### src/rtl/md5_pkg.sv
// rtl/md5_pkg.sv - shared state encoding and constants for the MD5 padding controller
package md5_pkg;

  typedef enum logic [2:0] {
    ST_IDLE,
    ST_COLLECT,
    ST_ISSUE,
    ST_FEED,
    ST_WAIT_DONE,
    ST_RESULT,
    ST_DRAIN
  } md5_state_t;

  localparam logic [31:0] MD5_IV_A = 32'h67452301;
  localparam logic [31:0] MD5_IV_B = 32'hefcdab89;
  localparam logic [31:0] MD5_IV_C = 32'h98badcfe;
  localparam logic [31:0] MD5_IV_D = 32'h10325476;

  // Message words that fit ahead of the 0x80 marker and the length words
  localparam int BUF_WORDS = 14;
  localparam logic [6:0] MAX_MSG_BYTES = 7'd55;
  localparam logic [3:0] LEN_WORD_LO = 4'd14;
  localparam logic [3:0] LEN_WORD_HI = 4'd15;

endpackage

### src/rtl/md5_pad_ctrl_if.sv
// rtl/md5_pad_ctrl_if.sv - upstream, core and result signal bundle of md5_pad_ctrl
interface md5_pad_ctrl_if;

  logic         s_valid;
  logic         s_ready;
  logic [31:0]  s_data;
  logic         s_last;
  logic [1:0]   s_bytes;

  logic         core_rdy;
  logic [31:0]  core_msg;
  logic         core_write_en;
  logic         core_done;
  logic [31:0]  core_a;
  logic [31:0]  core_b;
  logic [31:0]  core_c;
  logic [31:0]  core_d;

  logic         d_valid;
  logic         d_ready;
  logic [127:0] digest;
  logic         err;

  modport slave (
    input  s_valid, s_data, s_last, s_bytes,
    input  core_rdy, core_done, core_a, core_b, core_c, core_d,
    input  d_ready,
    output s_ready, core_msg, core_write_en, d_valid, digest, err
  );

  modport master (
    output s_valid, s_data, s_last, s_bytes,
    output core_rdy, core_done, core_a, core_b, core_c, core_d,
    output d_ready,
    input  s_ready, core_msg, core_write_en, d_valid, digest, err
  );

endinterface

### src/rtl/md5_block_pad.sv
// rtl/md5_block_pad.sv - combinational MD5 single-block padding, one 32-bit word per index
module md5_block_pad
  import md5_pkg::*;
(
  input  logic [BUF_WORDS*32-1:0] blk,
  input  logic [6:0]              len,
  input  logic [3:0]              idx,
  output logic [31:0]             word
);

  logic [3:0]  widx;
  logic [31:0] raw;
  logic [6:0]  k;

  assign widx = (idx < LEN_WORD_LO) ? idx : 4'd0;
  assign raw  = blk[32*widx +: 32];

  always_comb begin
    word = '0;
    k    = '0;
    if (idx == LEN_WORD_LO) begin
      word = {22'd0, len, 3'd0};
    end else if (idx == LEN_WORD_HI) begin
      word = '0;
    end else begin
      for (int j = 0; j < 4; j++) begin
        k = {1'b0, idx, 2'(j)};
        if (k < len)
          word[8*j +: 8] = raw[8*j +: 8];
        else if (k == len)
          word[8*j +: 8] = 8'h80;
        else
          word[8*j +: 8] = 8'h00;
      end
    end
  end

endmodule

### src/rtl/md5_pad_ctrl.sv
// rtl/md5_pad_ctrl.sv - collects a short message, feeds one padded MD5 block to the core, returns digest
// Define MD5_PAD_CTRL_TIMEOUT_EN to bound the wait for core_done by TIMEOUT_CYC cycles.
module md5_pad_ctrl
  import md5_pkg::*;
#(
  parameter int TIMEOUT_CYC = 128
) (
  input logic          clk,
  input logic          rst_n,
  md5_pad_ctrl_if.slave bus
);

  md5_state_t              state_q, state_d;
  logic [BUF_WORDS*32-1:0] blk_q;
  logic [6:0]              len_q;
  logic [3:0]              wcnt_q;
  logic [3:0]              feed_q;
  logic [127:0]            digest_q;
  logic                    err_q;

  logic        beat;
  logic        collecting;
  logic [2:0]  beat_bytes;
  logic [6:0]  len_sum;
  logic        overflow;
  logic [3:0]  widx;
  logic        fin_ok;
  logic        fin_err;
  logic        timeout;
  logic [31:0] pad_word;

  assign collecting = (state_q == ST_IDLE) || (state_q == ST_COLLECT);
  assign beat       = bus.s_valid && bus.s_ready;
  assign beat_bytes = (bus.s_last && bus.s_bytes != 2'd0) ? {1'b0, bus.s_bytes} : 3'd4;
  assign len_sum    = ((state_q == ST_IDLE) ? 7'd0 : len_q) + {4'd0, beat_bytes};
  assign overflow   = len_sum > MAX_MSG_BYTES;
  assign widx       = (state_q == ST_IDLE) ? 4'd0 : wcnt_q;

  if (TIMEOUT_CYC < 1) begin : g_bad_timeout
    $error("TIMEOUT_CYC must be positive");
  end

`ifdef MD5_PAD_CTRL_TIMEOUT_EN
  logic [31:0] to_q;

  always_ff @(posedge clk or negedge rst_n) begin
    if (!rst_n)
      to_q <= '0;
    else if (state_q == ST_WAIT_DONE)
      to_q <= to_q + 32'd1;
    else
      to_q <= '0;
  end

  assign timeout = (state_q == ST_WAIT_DONE) && (to_q == 32'(TIMEOUT_CYC - 1));
`else
  assign timeout = 1'b0;
`endif

  always_ff @(posedge clk or negedge rst_n) begin
    if (!rst_n)
      state_q <= ST_IDLE;
    else
      state_q <= state_d;
  end

  always_comb begin
    state_d = state_q;
    fin_ok  = 1'b0;
    fin_err = 1'b0;
    unique case (state_q)
      ST_IDLE: begin
        if (beat)
          state_d = bus.s_last ? ST_ISSUE : ST_COLLECT;
      end
      ST_COLLECT: begin
        // An overflow on the closing beat has nothing left to drain
        if (beat) begin
          if (overflow) begin
            if (bus.s_last) begin
              state_d = ST_RESULT;
              fin_err = 1'b1;
            end else begin
              state_d = ST_DRAIN;
            end
          end else if (bus.s_last) begin
            state_d = ST_ISSUE;
          end
        end
      end
      ST_ISSUE: begin
        if (bus.core_rdy)
          state_d = ST_FEED;
      end
      ST_FEED: begin
        if (feed_q == LEN_WORD_HI)
          state_d = ST_WAIT_DONE;
      end
      ST_WAIT_DONE: begin
        if (bus.core_done) begin
          state_d = ST_RESULT;
          fin_ok  = 1'b1;
        end else if (timeout) begin
          state_d = ST_RESULT;
          fin_err = 1'b1;
        end
      end
      ST_RESULT: begin
        if (bus.d_ready)
          state_d = ST_IDLE;
      end
      ST_DRAIN: begin
        if (beat && bus.s_last) begin
          state_d = ST_RESULT;
          fin_err = 1'b1;
        end
      end
      default: state_d = ST_IDLE;
    endcase
  end

  always_ff @(posedge clk or negedge rst_n) begin
    if (!rst_n) begin
      blk_q    <= '0;
      len_q    <= '0;
      wcnt_q   <= '0;
      feed_q   <= '0;
      digest_q <= '0;
      err_q    <= 1'b0;
    end else begin
      if (beat && collecting && !overflow) begin
        blk_q[32*widx +: 32] <= bus.s_data;
        wcnt_q               <= widx + 4'd1;
        len_q                <= len_sum;
      end
      // Wraps back to zero after W15, ready for the next block
      if (state_q == ST_FEED)
        feed_q <= feed_q + 4'd1;
      if (fin_ok) begin
        digest_q <= {bus.core_d, bus.core_c, bus.core_b, bus.core_a};
        err_q    <= 1'b0;
      end else if (fin_err) begin
        digest_q <= '0;
        err_q    <= 1'b1;
      end
    end
  end

  md5_block_pad u_pad (
    .blk  (blk_q),
    .len  (len_q),
    .idx  (feed_q),
    .word (pad_word)
  );

  assign bus.s_ready       = collecting || (state_q == ST_DRAIN);
  assign bus.core_write_en = (state_q == ST_FEED);
  assign bus.core_msg      = (state_q == ST_FEED) ? pad_word : 32'd0;
  assign bus.d_valid       = (state_q == ST_RESULT);
  assign bus.digest        = digest_q;
  assign bus.err           = err_q;

endmodule

### src/flat_wrapper.sv
// flat-port wrapper written by rule: the top's interface ports become plain ports
module md5_pad_ctrl_flat import md5_pkg::*;
#(
  parameter int TIMEOUT_CYC = 128
)
  (clk, rst_n, bus_s_valid, bus_s_data, bus_s_last, bus_s_bytes, bus_core_rdy, bus_core_done, bus_core_a, bus_core_b, bus_core_c, bus_core_d, bus_d_ready, bus_s_ready, bus_core_msg, bus_core_write_en, bus_d_valid, bus_digest, bus_err);
  md5_pad_ctrl_if bus_i ();
  input logic clk;
  input logic rst_n;
  input wire logic [$bits(bus_i.s_valid)-1:0] bus_s_valid;
  input wire logic [$bits(bus_i.s_data)-1:0] bus_s_data;
  input wire logic [$bits(bus_i.s_last)-1:0] bus_s_last;
  input wire logic [$bits(bus_i.s_bytes)-1:0] bus_s_bytes;
  input wire logic [$bits(bus_i.core_rdy)-1:0] bus_core_rdy;
  input wire logic [$bits(bus_i.core_done)-1:0] bus_core_done;
  input wire logic [$bits(bus_i.core_a)-1:0] bus_core_a;
  input wire logic [$bits(bus_i.core_b)-1:0] bus_core_b;
  input wire logic [$bits(bus_i.core_c)-1:0] bus_core_c;
  input wire logic [$bits(bus_i.core_d)-1:0] bus_core_d;
  input wire logic [$bits(bus_i.d_ready)-1:0] bus_d_ready;
  output wire logic [$bits(bus_i.s_ready)-1:0] bus_s_ready;
  output wire logic [$bits(bus_i.core_msg)-1:0] bus_core_msg;
  output wire logic [$bits(bus_i.core_write_en)-1:0] bus_core_write_en;
  output wire logic [$bits(bus_i.d_valid)-1:0] bus_d_valid;
  output wire logic [$bits(bus_i.digest)-1:0] bus_digest;
  output wire logic [$bits(bus_i.err)-1:0] bus_err;
  assign bus_i.s_valid = bus_s_valid;
  assign bus_i.s_data = bus_s_data;
  assign bus_i.s_last = bus_s_last;
  assign bus_i.s_bytes = bus_s_bytes;
  assign bus_i.core_rdy = bus_core_rdy;
  assign bus_i.core_done = bus_core_done;
  assign bus_i.core_a = bus_core_a;
  assign bus_i.core_b = bus_core_b;
  assign bus_i.core_c = bus_core_c;
  assign bus_i.core_d = bus_core_d;
  assign bus_i.d_ready = bus_d_ready;
  assign bus_s_ready = bus_i.s_ready;
  assign bus_core_msg = bus_i.core_msg;
  assign bus_core_write_en = bus_i.core_write_en;
  assign bus_d_valid = bus_i.d_valid;
  assign bus_digest = bus_i.digest;
  assign bus_err = bus_i.err;
  md5_pad_ctrl #(.TIMEOUT_CYC(TIMEOUT_CYC)) u_core (.clk(clk), .rst_n(rst_n), .bus(bus_i));
endmodule
### config.mk
export PLATFORM = sky130hd
export DESIGN_NAME = md5_pad_ctrl_flat
export DESIGN_NICKNAME = d
export VERILOG_FILES = /design/src/rtl/md5_pkg.sv /design/src/rtl/md5_pad_ctrl_if.sv /design/src/rtl/md5_block_pad.sv /design/src/rtl/md5_pad_ctrl.sv /design/src/flat_wrapper.sv
export SDC_FILE = /design/constraint.sdc
export NUM_CORES = 1
export LEC_CHECK = 0
export ABC_CLOCK_PERIOD_IN_PS = 3400
export BUFFER_PORTS_ARGS = -buffer_cell sky130_fd_sc_hd__clkbuf_2
export CORE_ASPECT_RATIO = 2
export CORE_MARGIN = 2
export CORE_UTILIZATION = 53
export CTS_CLUSTER_DIAMETER = 60
export DETAILED_ROUTE_END_ITERATION = 10
export PLACE_DENSITY = 0.74
export SYNTH_ARGS = -nofsm -noshare
export SYNTH_HDL_FRONTEND = slang
export SYNTH_SLANG_ARGS = --single-unit
### constraint.sdc
create_clock -name clk -period 3.4 [get_ports clk]
set_input_delay 0.68 -clock clk [delete_from_list [all_inputs] [get_ports clk]]
set_output_delay 0.68 -clock clk [all_outputs]
set_load 0.01 [all_outputs]
# Word-level counts from Yosys, hierarchy flattened

Cells that the tools add are included.

Output and inout bits: 164
Input bits: 169
Bits in registers: 595
Word-level logic and storage cells: 91

$lt $le $gt $ge: 6
Shift operators: 3
Reduce and logical (&&, ||, !) cells: 12
Eq/ne operators: 20
Add/subtract/negate cells: 4
Multiplexer cells: 39

Operator list:

| cell                                                          | count |
|---|---|
| bitwise mux 448 bit                                           | 1 |
| variable shift 32 x 34 -> 448 bit, first input constant       | 1 |
| indexed part select 32 x 34 -> 448 bit                        | 1 |
| indexed part select 448 x 10 -> 32 bit                        | 1 |
| 2-to-1 mux 128 bit                                            | 2 |
| 2-to-1 mux 32 bit                                             | 3 |
| 2-to-1 mux 8 bit                                              | 8 |
| negator 9 -> 34 bit                                           | 1 |
| 2-to-1 mux 3 bit                                              | 10 |
| equality test 6 x 7 -> 1 bit                                  | 4 |
| < comparator 6 x 7 -> 1 bit                                   | 4 |
| case mux 3 bit (7 select lines)                               | 1 |
| equality test 3 bit, second input constant                    | 3 |
| adder 4 x 1 -> 4 bit, second input constant                   | 2 |
| equality test 4 bit, second input constant                    | 2 |
| 2-to-1 mux 1 bit                                              | 8 |
| 2-to-1 mux 4 bit                                              | 2 |
| inequality test 2 x 1 -> 1 bit, second input constant         | 4 |
| AND reduction 8 bit                                           | 1 |
| adder 7 x 3 -> 7 bit                                          | 1 |
| greater-than comparator 7 x 6 -> 1 bit, second input constant | 1 |
| 2-to-1 mux 7 bit                                              | 1 |
| equality test 3 x 2 -> 1 bit, second input constant           | 2 |
| inequality test 2 bit, second input constant                  | 3 |
| 10 further kinds                                              | 17 |

# Depth between registers and ports, before layout

Depth after elaboration: 10
Depth in mapped cells: 15
Mapped depth without buffers: 10

# By module

A second synthesis with hierarchy kept.

Cell total of the unflattened synthesis: 2640
Area total of the unflattened synthesis: 28863.9 µm²

Modules (own cells, without submodules):

| module        | area an instance (µm²) | seq. area each (µm²) | times used | cells each |
|---|---|---|---|---|
| md5_pad_ctrl  | 24128.1                | 14889.3              | 1          | 2028 |
| md5_block_pad | 4735.8                 | 0.0                  | 1          | 612 |

# Worst setup path before layout

OpenSTA, ideal clock, no wires.

Path type: reg2out
From: reg u_core.feed_q[0]
To: out bus_core_msg[22]
Buffers on the path: 4
Data arrival time: 3.152 ns
Stages on the path, launching flop included: 12
Setup slack: -0.432 ns
Data required time: 2.720 ns
Path through: dfrtp_1 clkbuf_1 clkbuf_1 buf_2 inv_1 ha_1 nor2b_1 o21ai_0 nand4_1 nand2b_1 clkbuf_1 a311oi_1

Word-level cells in the longest chain between the ends: 7
Elaborated cells between the ends (all ways): 10
Those cells by class: order compare: 2; eq/ne: 2; shift: 1; mux: 5

Ends and longest elaborated chain:

| item                                   | line                | source |
|---|---|---|
| start, declared                        | md5_pad_ctrl.sv:17  | `logic [3:0] feed_q;` |
| start signal, assigned                 | md5_pad_ctrl.sv:138 | `feed_q <= feed_q + 4'd1;` |
| < comparator 4 bit                     | md5_block_pad.sv:15 | `assign widx = (idx < LEN_WORD_LO) ? idx : 4'd0;` |
| 2-to-1 mux 4 bit                       | md5_block_pad.sv:15 |  |
| indexed part select 448 x 10 -> 32 bit | md5_block_pad.sv:16 | `assign raw = blk[32*widx +: 32];` |
| 2-to-1 mux 8 bit                       | md5_block_pad.sv:28 | `if (k < len)` |
| 2-to-1 mux 32 bit                      | md5_block_pad.sv:23 | `end else if (idx == LEN_WORD_HI) begin` |
| 2-to-1 mux 32 bit (*)                  | md5_block_pad.sv:21 | `if (idx == LEN_WORD_LO) begin` |
| 2-to-1 mux 32 bit (*)                  | md5_pad_ctrl.sv:158 | `assign bus.core_msg = (state_q == ST_FEED) ? pad_word : 32'd0;` |
| end, declared                          | flat_wrapper.sv:22  | `output wire logic [$bits(bus_i.core_msg)-1:0] bus_core_msg;` |

Mark *: on every way between the ends. The rest lies on a longest branch, timed or not.

# Worst setup path in the final report

From: reg u_core.feed_q[1]
To: out bus_core_msg[30]

Same word-level chain as after synthesis.

==> results.toml <==
[setup_path]
critPathBufInv = 4
cp.required_ns = 2.72
cp_num_cells = 10
reg2reg_depth = 13
critPathTopFamily = "buffers and inverters"
critPathCaptureType = "output pin"
cp.arrival_ns = 2.79
max_stage_delay_ns = 0.50
critical_path.cell_chain = "buf_6 > nand3_4 > and2_4 > buf_12 > mux2i_1 > a221oi_2 > nor3_2 > a211oi_4 > buf_4 > buf_6"
timing.rr.end = "u_core.blk_q[123]"
r2r_setup_slack_ns = 0.02
cpMostUsedCell = "buf_6"
worstSetupStartpointType = "flop"
r2r-start = "u_core.state_q[2]"
crit_fanout = 7
cp_slowest_cell = "dfrtp_4"
crit_type = "reg -> out"

[cells_and_area]
layout-drive-gt1-share_pct = 35.1
fin_cells = 3729
fin_nets = 3203
fin_util_pct = 67.1
layout_common_cells = "591 x dfrtp_1, 331 x nand2_1, 305 x clkbuf_2"
area_growth_pct = 25.9
final_common_cell = "dfrtp_1"

[die]
rows = 121
fp.dieArea_mm2 = 0.0565
start_util_pct = 53.3
die_x_um = 169
core_area_mm2 = 0.0542
num_io_pins = 333
die_h_um = 334

[routing]
drt_first_pass_iters = 6
vias = 23900
routedWlPerCell_um = 27.4
postRouteAntennaNets = 0
drc = 0
dr.first_iter.drc_count = 2458
avgViaCountPerCell = 6.41
routed_wl_um = 102000

[clock_tree]
htree_levels = 2
clkSlewWorstSetupHoldPaths_ns = 0.07
cts_max_path_buffers = 3
root_buffer = "clkbuf_16"
cts.sinks = 595
cts_buffers = 51
cts_tree = "yes"
worstSkewPairLatency_ns = 0.60

[synthesis]
ys_seq_elements = 595
synth_ff_type = "dfrtp_1"
synth_top_area_share_pct = 51.6
yosys-top-cells-area = "dfrtp_1 52%, mux2_2 10%, mux2i_1 7.6%, nand2_1 4.4%, a22o_1 4.0%"
synth_cell_types = 78
asyncSetResetFlopFracSynth_pct = 100
netlist_instances = 2627
yosysTopAreaCell = "dfrtp_1"
synth_area_mm2 = 0.0289
syn_nets = 2810
yosysSeqAreaShare_pct = 51.6
synth_area_per_cell_um2 = 11.0
yosys_warnings = 0
synth_edf_count = 0

[sta]
fin_ws_ns = -0.0747
finalCritPeriodShare_pct = 102
setup_viol = 15
period_minus_slack_ns = 3.47
slew_headroom_pct = 51.3
rsz0062_at_grt = "yes"
worst_pin_slew_ns = 0.730
finalHoldViolCount = 0
skew_ns = 0.0127
maxSlewViolCount = 0
hold_ws_ns = 0.0883
max_freq_ghz = 0.288

[place]
dp.cells = 3552
port_buffers = 332
pre_cts_ws_ns = -0.147
globalplace.congestion = 0.891
hpwl_um = 57900

[power]
p_per_area_mw_per_mm2 = 935
leakage_nw = 17.8
ir_drop_mv = 0.626

[grt]
track_usage_pct = 34.1
grt_pass1_vias = 24800
grt-ovfl-total = 0
antenna_found_initial = 2
grt_pass1_wl_um = 145000
grt_max_degree = 130

[outcome]
status = "finished with violations"
violations = "setup timing"

[hold_path]
hold_path.class = "in -> async"

[flow_run]
maxCapViolCount = 0
==> worst register-to-register path, delay by kind of cell, from the launching register on <==
family,cells,cell delay [ns]
compound gates,4,0.76
fa+ha+maj,2,0.60
buf+inv,3,0.59
simple gates,3,0.56
flops,1,0.42
mux,1,0.34
==> per-stage QoR <==
| step | TNS, ns | power (W) | instance area (um^2) |
|---|---|---|---|
| global placement | -12.56 | 0.0238 | 32200 |
| floorplan | -0.0369 | 0.0185 | 28900 |
| global route | -13.17 | 0.0352 | 36300 |
| CTS | -0.171 | 0.0325 | 35200 |
| detailed placement | -27.62 | 0.0242 | 32200 |
| finish | -0.466 | 0.0340 | 36300 |
==> worst max-delay path by stage <==
stage | start | end | slack, ns
2_1_floorplan | u_core.feed_q[0] | bus_core_msg[22] | -0.04
3_3_place_gp | bus_s_last | u_core.blk_q[403] | -0.12
3_5_place_dp | bus_s_last | u_core.blk_q[173] | -0.15
4_1_cts | u_core.feed_q[2] | bus_core_msg[22] | -0.04
5_1_grt | u_core.feed_q[0] | bus_core_msg[15] | -0.14
6_report | u_core.feed_q[1] | bus_core_msg[30] | -0.07
==> routing by layer <==
layer  up-vias  GRT usage [%]  share of wire [%]
met5         -              0                  0
met4         0           27.5                9.0
met3       505           6.24                8.9
met2      1523           57.9                 49
met1     11800           36.9                 33
li1      10100              -                  -
==> cell type report <==
class	instances	area, um^2
inverters	100	382
well taps	676	846
fillers	3949	17900
multi-input cells	1689	13500
clock buffers	71	1420
flip-flops and latches	595	14900
diodes	2	5.00
clock inverters	13	224
repair buffers	583	5080
==> synthesized netlist by cell type, drive strengths merged, types with 5 or more instances <==
cell and number:
nor2 47, o22ai 52, o31ai 34, o221ai 6
nand4 7, a22o 133, nand2 337, clkbuf 154
dfrtp 595, inv 100, mux2 300, nor2b 25
o211ai 5, nor3 44, mux2i 219, or3 6
ha 13, a221oi 19, nand2b 9, buf 89
nand3 31, a21oi 83, nor4 9, and2 57
a221o 6, o21ai 138, a2bb2oi 22, a211oi 26
==> what timing repair did <==
action / in CTS / in global routing
cloned: 18 / 16
resized for setup: 107 / 150
hold buffers: 0 / 0
pin swaps: 24 / 48
setup buffers: 34 / 30
endpoints found under the hold margin: 0 / 0
setup endpoints to repair: 35 / 457
==> power by group <==
group | switching (W) | leakage [nW] | internal [W]
registers | 0.00135 | 7.63 | 0.00909
clock network | 0.00267 | 0.799 | 0.00335
logic | 0.0100 | 9.33 | 0.00751
==> flip-flops by register name, summed over array words and instances (netlist names) <==
register / cells
u_core.state_q: 3
u_core.bus.digest: 128
u_core.blk_q: 448
u_core.wcnt_q: 4
u_core.feed_q: 4
u_core.len_q: 7
u_core.bus.err: 1
==> cells by family after synthesis <==
kind of cell	count (synthesis)	share of synthesized area (%)
buf+inv	343	5.06
mux	521	19.5
compound gates	558	13.4
flops	595	51.6
xor+xnor	6	0.208
simple gates	590	9.63
fa+ha+maj	14	0.633
Note: power is estimated with default switching activity, not from simulation.
